### config.mk
export PLATFORM = sky130hd
export DESIGN_NAME = apb_slave_regs
export DESIGN_NICKNAME = d
export VERILOG_FILES = /design/src/rtl/apb_slave_regs.sv
export SDC_FILE = /design/constraint.sdc
export NUM_CORES = 1
export LEC_CHECK = 0
export ABC_CLOCK_PERIOD_IN_PS = 6650
export CORE_MARGIN = 1.5
export CORE_UTILIZATION = 58
export DETAILED_ROUTE_END_ITERATION = 10
export PLACE_DENSITY = 0.83
export SKIP_CTS_REPAIR_TIMING = 1
export SLEW_MARGIN = 10
export SYNTH_ARGS = -nofsm -noshare
export SYNTH_HDL_FRONTEND = slang
export SYNTH_SLANG_ARGS = --single-unit
### constraint.sdc
create_clock -name hclk -period 6.65 [get_ports hclk]
set_input_delay 1.33 -clock hclk [delete_from_list [all_inputs] [get_ports hclk]]
set_output_delay 1.33 -clock hclk [all_outputs]
set_load 0.005 [all_outputs]
### src/rtl/apb_slave_regs.sv
// APB slave with six RW registers, a read-only ID and a transfer counter.
// Optional wait states are enabled by defining APB_SLV_WAIT_EN.
module apb_slave_regs #(
   parameter int unsigned ADDR_WIDTH  = 32,
   parameter int unsigned WAIT_CYCLES = 2,
   parameter logic [31:0] ID_VALUE    = 32'hA9B0_0001
) (
   input  logic                  hclk,
   input  logic                  hreset,
   input  logic                  psel,
   input  logic                  penable,
   input  logic [ADDR_WIDTH-1:0] paddr,
   input  logic                  pwrite,
   input  logic [31:0]           pwdata,
   output logic [31:0]           prdata,
   output logic                  pready,
   output logic                  pslverr
);

   localparam logic [1:0] ST_IDLE = 2'd0;
   localparam logic [1:0] ST_WAIT = 2'd1;
   localparam logic [1:0] ST_RESP = 2'd2;

   localparam logic [3:0] WAIT_LOAD = 4'(WAIT_CYCLES);
`ifdef APB_SLV_WAIT_EN
   localparam bit WAIT_EN = (WAIT_CYCLES != 0);
`else
   localparam bit WAIT_EN = 1'b0;
`endif

   logic [1:0]  state, state_nxt;
   logic [3:0]  wait_cnt, cnt_nxt;
   logic [31:0] regs [6];
   logic [31:0] xfer_cnt;
   logic [11:0] offset;
   logic        acc_err;
   logic        enter_resp;
   logic        wr_commit;
   logic [31:0] rd_data;

   generate
      if (ADDR_WIDTH > 12) begin : g_hi_addr
         logic unused_addr;
         assign unused_addr = ^paddr[ADDR_WIDTH-1:12];
      end
   endgenerate

   assign offset  = paddr[11:0];
   assign acc_err = (offset >= 12'h020) || (offset[1:0] != 2'b00) ||
                    (pwrite && (offset[4:2] >= 3'd6));

   always_comb begin
      rd_data = '0;
      case (offset[4:2])
         3'd0:    rd_data = regs[0];
         3'd1:    rd_data = regs[1];
         3'd2:    rd_data = regs[2];
         3'd3:    rd_data = regs[3];
         3'd4:    rd_data = regs[4];
         3'd5:    rd_data = regs[5];
         3'd6:    rd_data = ID_VALUE;
         default: rd_data = xfer_cnt;
      endcase
   end

   always_comb begin
      state_nxt = state;
      cnt_nxt   = wait_cnt;
      case (state)
         ST_IDLE: begin
            if (psel && !penable) begin
               cnt_nxt   = WAIT_LOAD;
               state_nxt = WAIT_EN ? ST_WAIT : ST_RESP;
            end
         end
         ST_WAIT: begin
            // Any drop of the handshake during wait states abandons the transfer.
            if (!(psel && penable)) begin
               state_nxt = ST_IDLE;
            end else begin
               cnt_nxt = wait_cnt - 4'd1;
               if (wait_cnt <= 4'd1) state_nxt = ST_RESP;
            end
         end
         ST_RESP: state_nxt = ST_IDLE;
         default: state_nxt = ST_IDLE;
      endcase
   end

   assign enter_resp = (state != ST_RESP) && (state_nxt == ST_RESP);
   assign wr_commit  = (state == ST_RESP) && psel && penable && pready &&
                       pwrite && !pslverr;

   always_ff @(posedge hclk) begin
      if (hreset) begin
         state    <= ST_IDLE;
         wait_cnt <= '0;
         pready   <= 1'b0;
         pslverr  <= 1'b0;
         prdata   <= '0;
         xfer_cnt <= '0;
         for (int unsigned i = 0; i < 6; i++) regs[i] <= '0;
      end else begin
         state    <= state_nxt;
         wait_cnt <= cnt_nxt;
         pready   <= enter_resp;
         pslverr  <= enter_resp && acc_err;
         prdata   <= (enter_resp && !acc_err && !pwrite) ? rd_data : '0;
         if (state == ST_RESP) xfer_cnt <= xfer_cnt + 32'd1;
         for (int unsigned i = 0; i < 6; i++) begin
            if (wr_commit && (offset[4:2] == 3'(i))) regs[i] <= pwdata;
         end
      end
   end

endmodule
==> results of run 1 <==
-- layer usage --
metal | vias to the layer above | wire length (um) | part of all wire, % | track usage [%]
li1 | 3766 | - | - | -
met3 | 66 | 2940 | 10 | 5.41
met2 | 444 | 14100 | 48 | 45.8
met4 | 0 | 756 | 2.6 | 10.2
met5 | - | 0 | 0 | 0
met1 | 3982 | 11700 | 40 | 37.2
-- critical path, stage by stage --
cell and delay (ns):
sky130_fd_sc_hd__clkdlybuf4s50_1 0.69, sky130_fd_sc_hd__nand2_1 0.15, sky130_fd_sc_hd__nor4_1 0.78, sky130_fd_sc_hd__nand2_1 0.12
sky130_fd_sc_hd__nand2_1 0.66, sky130_fd_sc_hd__buf_4 0.45
-- registers in the layout, summed over array words and instances (netlist names) --
name	cells
prdata	32
pslverr	1
state	2
pready	1
regs	192
wait_cnt	4
xfer_cnt	32
-- cells by family (layout without fill, tap and decap cells) --
logic type | count (synthesis) | in the layout | synth area share [%]
and+or+nand+nor | 392 | 392 | 19.6
AOI/OAI and AO/OA | 187 | 187 | 11.3
buffers and inverters | 83 | 162 | 3.09
xor gates and xnor gates | 10 | 10 | 0.735
adders and majority gates | 3 | 3 | 0.315
DFF | 264 | 264 | 60.5
muxes | 49 | 49 | 4.52
-- power by group --
part / leakage, nW / internal [mW] / switching, mW
sequential: 2.55 / 1.80 / 0.0136
combinational: 2.09 / 0.0745 / 0.138
clock: 0.432 / 0.836 / 0.631
total: 5.07 / 2.71 / 0.783
-- layout make-up --
cell class	count	area share, %
clock inverter	13	0.590
clock buffer	37	5.70
tap	270	2.45
timing repair buffer	100	6.80
inverter	12	0.327
sequential	264	52.2
multi-input combinational	641	31.9
-- worst min path at each step --
stage	slack, ns	from	end	cells past startpoint
final	0.51	xfer_cnt[29]$_SDFFE_PP0N_	xfer_cnt[29]$_SDFFE_PP0N_	2
after CTS	0.50	xfer_cnt[29]$_SDFFE_PP0N_	xfer_cnt[29]$_SDFFE_PP0N_	2
after floorplan	0.47	xfer_cnt[30]$_SDFFE_PP0N_	xfer_cnt[30]$_SDFFE_PP0N_	2
after global placement	0.48	xfer_cnt[30]$_SDFFE_PP0N_	xfer_cnt[30]$_SDFFE_PP0N_	2
after detailed placement	0.49	xfer_cnt[29]$_SDFFE_PP0N_	xfer_cnt[29]$_SDFFE_PP0N_	2
after global routing	0.53	xfer_cnt[30]$_SDFFE_PP0N_	xfer_cnt[30]$_SDFFE_PP0N_	2
-- cells in the final DEF, fill, tap and decap left out, types with 17 or more instances in the layout --
cell	n
sky130_fd_sc_hd__a21oi_1	50
sky130_fd_sc_hd__a221oi_1	17
sky130_fd_sc_hd__and2_1	193
sky130_fd_sc_hd__buf_4	19
sky130_fd_sc_hd__clkbuf_16	30
sky130_fd_sc_hd__clkdlybuf4s50_1	78
sky130_fd_sc_hd__dfxtp_1	72
sky130_fd_sc_hd__edfxtp_1	192
sky130_fd_sc_hd__mux2_2	19
sky130_fd_sc_hd__mux2i_1	28
sky130_fd_sc_hd__nand2_1	39
sky130_fd_sc_hd__nor2_1	54
sky130_fd_sc_hd__nor3_1	19
sky130_fd_sc_hd__o21ai_0	20
sky130_fd_sc_hd__o221a_2	18
-- stage by stage --
stage	setup slack (ns)	util [%]	cell area, sq um
floorplan	1.63	-	11900
global placement	2.32	64.1	12900
detailed placement	2.23	64.1	12900
CTS	2.76	68.4	13800
global route	2.55	68.4	13800
finish	2.68	68.4	13800
==> results.txt, run 1 <==
- The run finished with clean final reports.
* Total gr overflow: 0
- Measured against its own limit, the worst slew margin works out to between 20 and 25%.
* Diodes inserted: 0
- Sequential cell area: just over 7000 sq um
- After detailed routing, the average wire length per cell comes to roughly 22 um.
- The die covers 21,400 sq um.
- Data arrives at the worst endpoint at about 4.2 ns.
* Hold_ws: slightly above 0.5 ns
- Synth Net Count: ~1,100
* R2r worst-path depth: 5
* Final HPWL DP: 17,600 um
- Number of buffers added by the clock tree synthesis step: 27
* Max-slew violation total from the final report: 0
- The critical path starts at penable.
- The clock reaches the later pin of the worst-skew pair after about 0.54 ns.
- Actual slew at the worst max-slew pin: ~1.1 ns
- Counting the fill cells in the layout gives between 1,000 and 1,500.
- In the routed design, unresolved DRC markers number 0.
- During synthesis, Yosys emitted a total of 0 warnings.
- For this design the static power due to leakage is just over 5 nW.
- After layout, the design draws a total of roughly 3.5 mW.
- The cell sitting at the root of the clock tree is a sky130_fd_sc_hd__clkbuf_16.
* Cell Pwr Density: 253 nW/um^2
- No sink is reached through more buffers than the 3 on the longest clock path.
- Relative to the synthesized area, the layout overhead comes to 15.7%.
- Counting every instance in the synthesized netlist gives ~990.
- The first global-routing pass estimated 45,600 um of wire.
* Fraction of final layout cells sized beyond drive strength 1: 11.8%
- Across the run, the number of max-cap violations was 0.
- Number of enable flip-flop cells after synthesis: between 150 and 200
* Starting density of the core: 59.1%
* Critical path data required time: slightly below 7 ns
- RD Place Congestion: approximately 0.84
- Total track usage: around 28%
- STA classifies the critical path startpoint as an input pin.
* Sum of negative setup slack: 0 ns
* Unique cell type count in the Yosys netlist: 56
- From left edge to right edge, the die measures roughly 150 um.
- Count of state elements after synthesis: between 200 and 300
- The final layout contains routed wiring with a total length of 29,500 um.
* Post-layout instance count excluding filler cells: around 1,300
- Once detail routing completed, the nets flagged for antenna violations numbered 0.
* Die Y: 146 um
- The largest total area in the synthesized netlist belongs to sky130_fd_sc_hd__edfxtp_1.
- FF-to-FF setup slack: around 3.6 ns
- The number of global-route vias before repair was approximately 8,200.
* CTS tree: done
- The worst-case IR drop observed on VDD is 0.220 mV.
* FMAX: approximately 0.25 GHz
- Dividing the final minimum period by the clock period gives 59.8%.
- For this block, the initial DRC count from the detailed router was ~760.
- Dividing the synthesized area by the synthesized cell count gives ~12 sq um.
- Vias per cell: ~6.2
- During placement, the flow inserted port buffers numbering 82.
- By count the netlist is led by sky130_fd_sc_hd__and2_1, sky130_fd_sc_hd__edfxtp_1, sky130_fd_sc_hd__dfxtp_1, sky130_fd_sc_hd__nor2_1, sky130_fd_sc_hd__a21oi_1.
- Initial DRT Pass Iterations: 5
- The routed design could run at a clock period as short as about 4.0 ns.
* Final Skew: between 0.01 and 0.015 ns
- Clock tree synthesis found a total of approximately 260 sinks.
- For this design the top-level I/O count stands at about 100.
- The worst setup path is captured at a register.
- Of all nets on the critical path, the largest fanout is 18.
* Unrepaired setup endpoints after global routing: false
* Top cell type's share of synthesized area: between 40 and 50%
* Area of the multi-input gates: around 4400 sq um
* Maximum number of pins on one net before global-route repair: slightly below 50
- CTS built an H-tree with a depth of 1.
* Clock edge transition at the registers on the reported setup and hold paths: 0.07 ns
- The path class of the tightest hold or removal check is register to register.
- Cell count after placement: between 1,000 and 1,500
- Classification of the worst setup path: input pin to register
- The number of antenna violations at the first check in global routing came to 1.
- Most frequent cell after synthesis: sky130_fd_sc_hd__and2_1
* Predominant post-synthesis flop cell: sky130_fd_sc_hd__edfxtp_1
* Leading post-synthesis cells by cell area: sky130_fd_sc_hd__edfxtp_1, sky130_fd_sc_hd__dfxtp_1, sky130_fd_sc_hd__and2_1
- Worst Setup EP: regs[3][10]$_SDFFCE_PN0P_
- The worst register-to-register path begins at state[0]$_SDFF_PP0_.
- Cell area after synthesis: roughly 12,000 sq um
- Via count: just over 8,000
- Std-Cell Rows: 52
- Counting flops with an async set or reset pin after synthesis yields a share of 0%.
- The total area inside the core boundary comes to approximately 20,000 sq um.
* Share of the yosys chip area belonging to registers: approximately 60%
- The count of final hold-check violations is 0.
* Endpoint of the lowest-slack register-to-register path: regs[3][10]$_SDFFCE_PN0P_
* Final Net Count: about 1,100
* Final setup violation count: 0
No activity file was read; power rests on OpenSTA's default activity.
==> run 2: changes to the inputs <==
--- a/config.mk
+++ b/config.mk
@@ -5,11 +5,11 @@
 export SDC_FILE = /design/constraint.sdc
 export NUM_CORES = 1
 export LEC_CHECK = 0
-export ABC_CLOCK_PERIOD_IN_PS = 6650
+export ABC_CLOCK_PERIOD_IN_PS = 3650
 export CORE_MARGIN = 1.5
-export CORE_UTILIZATION = 58
+export CORE_UTILIZATION = 52
 export DETAILED_ROUTE_END_ITERATION = 10
-export PLACE_DENSITY = 0.83
+export PLACE_DENSITY = 0.79
 export SKIP_CTS_REPAIR_TIMING = 1
 export SLEW_MARGIN = 10
 export SYNTH_ARGS = -nofsm -noshare
==> constraint.sdc (replaced) <==
create_clock -name hclk -period 3.65 [get_ports hclk]
set_input_delay 0.73 -clock hclk [delete_from_list [all_inputs] [get_ports hclk]]
set_output_delay 0.73 -clock hclk [all_outputs]
set_load 0.005 [all_outputs]
==> results.txt, run 2 (synthesis results as in run 1) <==
- Die Y: 154 um (+5.5%)
- Total gr overflow: 0 (unchanged)
- The level count of the clock H-tree is 1 (unchanged).
- The flow ran to the end, and the final reports show no timing, DRC or antenna violations.
* Actual slew at the worst max-slew pin: 1.04 ns (-0.0961 ns)
- Boundary Pins: 103 (unchanged)
- Area of the multi-input gates: 4400 sq um (unchanged)
* Diodes inserted: 0 (unchanged)
- The per-cell via count in the routed design came to 6.07 (-1.7%).
- Clock root cell: sky130_fd_sc_hd__clkbuf_16
- The fraction of final layout cells with drive strength greater than 1 is 13.3% (+1.5 points).
* Hold_ws: 0.519 ns (+0.0144 ns)
- The standard cell area after detailed placement was 13,200 sq um (+1.8%).
* Worst slew slack as a fraction of its limit: 30.6% (+6.4 points)
* Number of antenna violations at the first check in global routing: 0 (-1)
- Overall power: 6.30 mW (+80%)
* Worst Setup Slack post-DPL: 0.312 ns (-1.92 ns)
- Final ANT Viol Nets: 0 (unchanged)
* Via count: 8,318 (+0.73%)
- The number of max-capacitance violations reported was 0 (unchanged).
- Starting density of the core: 52.8% (-6.3 points)
- The wire length of the first global-routing pass is 45,300 um (-0.69%).
- Top Registers: regs x192, prdata x32, xfer_cnt x32
* RD Place Congestion: 0.843 (+0.63%)
* Final core area utilization: 61.9% (-6.5 points)
- Final setup violation count: 0 (unchanged)
* Startpoint kind of the worst setup timing path: input pin
* Unrepaired setup endpoints after global routing: false
* Number of design rule violations left after detail routing: 0 (unchanged)
* Switching share of power: 22.1% (-0.32 points)
- Cell count after placement: 1,323 (+2.8%)
* Net switching power: 1.39 mW (+78%)
- The post-layout worst setup margin came to 0.842 ns (-1.83 ns).
- Total Wirelength: 29,300 um (-0.86%)
- Clock edge transition at the registers on the reported setup and hold paths: 0.06 ns (about the same)
* Number of buffers added by the clock tree synthesis step: 26 (-3.7%)
* P&R area growth vs syn: 17.3%
- IR Drop Worst-Case VDD: 0.295 mV (+35%)
- Sequential cell area: 7210 sq um (unchanged)
* Crit path DAT: 3.20 ns (-0.98 ns)
- Internal Pwr Total: 4.91 mW (+81%)
- The quantity of I/O buffers inserted on ports was 82 (unchanged).
- Final Cell Area: 14,000 sq um (+1.4%)
* Violation count after the first detailed-routing iteration: 897 (+18%)
- Type of the worst min-delay path: register to register
* Sum of negative setup slack: 0 ns (unchanged)
- The number of clock sinks is 264 (unchanged).
- Final HPWL DP: 18,800 um (+6.6%)
- Final number of hold-violating endpoints: 0 (unchanged)
* Clock latency at the later pin of the worst-skew pair: 0.54 ns (about the same)
- Average routed wire per standard cell: 21.4 um (-3.2%)
- The total routing resource utilization after global routing came to 24.8% (-3.1 points).
* Maximum net fanout on the critical path: 16 (-2)
* Maximum number of pins on one net before global-route repair: 45 (-8.2%)
* Std-Cell Rows: 55 (+5.8%)
* Number of buffers between clock root and the deepest sink: 3 (unchanged)
- The leakage power came to 5.18 nW (+2.1%).
- The width of the die is 154 um (+5.5%).
- Via count of the first global-routing pass: 8,264 (+1.2%)
* Cell Pwr Density: 451 nW/um^2 (+78%)
- Crit end category: register
- Area of the core region: 22,600 sq um (+12%)
- Counting flops per register, the top entry is regs.
- The sequential cell fraction of total power is 52.5% (+0.6 points).
- The proportion of power drawn by combinational gates came to 6.3% (+0.2 points).
- Flip-flop count of the largest register after layout: 192 (unchanged)
* Final Net Count: 1,138 (+1.8%)
- Critical path data required time: 4.04 ns (-2.82 ns)
- The library cell used most frequently in the layout, excluding fill and tap cells, is sky130_fd_sc_hd__and2_1.
- In the finished design, the share of the clock period the worst path needs comes to 76.9%.
- The total iterations of the first detailed-routing run was 5 (unchanged).
* Min Clock Period, post-route: roughly 2.8 ns
- Post-layout instance count excluding filler cells: 1,370 (+2.5%)
- Total Die Area: 23,800 sq um (+11%)
- TritonCTS built the clock tree.
* Max-slew violation total from the final report: 0 (unchanged)
* Clk network pwr share: 41.2% (-0.8 points)
- Fillers: 1,745 (+22%)
- The critical path is of the input pin to register type.
* Most frequent cells in the layout: sky130_fd_sc_hd__and2_1, sky130_fd_sc_hd__edfxtp_1, sky130_fd_sc_hd__clkdlybuf4s50_1
- Final Skew: 0.0251 ns (+0.0136 ns)
- Static timing analysis puts the maximum clock frequency at around 0.36 GHz.
run 2: cell count changes in the layout (fill, tap and decap cells not counted), sizes merged:
cell / change
clkinv: +4
buf: +21
clkbuf: -4
bufinv: +1
inv: -4
run 2: critical path, stage by stage:
cell and delay (ns):
sky130_fd_sc_hd__clkdlybuf4s50_1 0.70, sky130_fd_sc_hd__nand2_1 0.15, sky130_fd_sc_hd__or4_4 0.67, sky130_fd_sc_hd__nor4_4 0.46
sky130_fd_sc_hd__buf_4 0.31, sky130_fd_sc_hd__and2_1 0.17
run 2: power by group through the flow:
stage	clock (mW)	sequential, mW	combinational (mW)
4_1_cts	2.60	3.31	0.397
5_1_grt	2.73	3.31	0.428
3_5_place_dp	0	3.37	0.395
6_report	2.60	3.31	0.400
3_3_place_gp	0	3.36	0.388
2_1_floorplan	0	3.36	0.213
run 2: final timing paths:
check	from	to	slack (ns)	cells after the start
worst min-delay path	xfer_cnt[26]$_SDFFE_PP0N_	xfer_cnt[26]$_SDFFE_PP0N_	0.52	2
worst max register to register	wait_cnt[1]$_SDFFE_PP0P_	prdata[27]$_SDFF_PP0_	1.13	6
worst max-delay path	penable	regs[1][14]$_SDFFCE_PN0P_	0.84	6
worst min register to register	xfer_cnt[26]$_SDFFE_PP0N_	xfer_cnt[26]$_SDFFE_PP0N_	0.52	2
run 2: final cells by class:
cell class / count / share of cell area, %
clock buffer: 33 / 5.21
tap: 285 / 2.55
sequential: 264 / 51.5
clock inverter: 14 / 0.716
timing repair buffer: 121 / 8.20
multi-input combinational: 641 / 31.5
inverter: 12 / 0.322
run 2: layer usage:
metal | up-vias | part of all wire, % | GRT usage (%)
met5 | - | 0 | 0
met4 | 0 | 2.1 | 9.16
met3 | 57 | 8.7 | 4.34
met2 | 376 | 49 | 41.4
met1 | 4086 | 40 | 32.6
li1 | 3799 | - | -
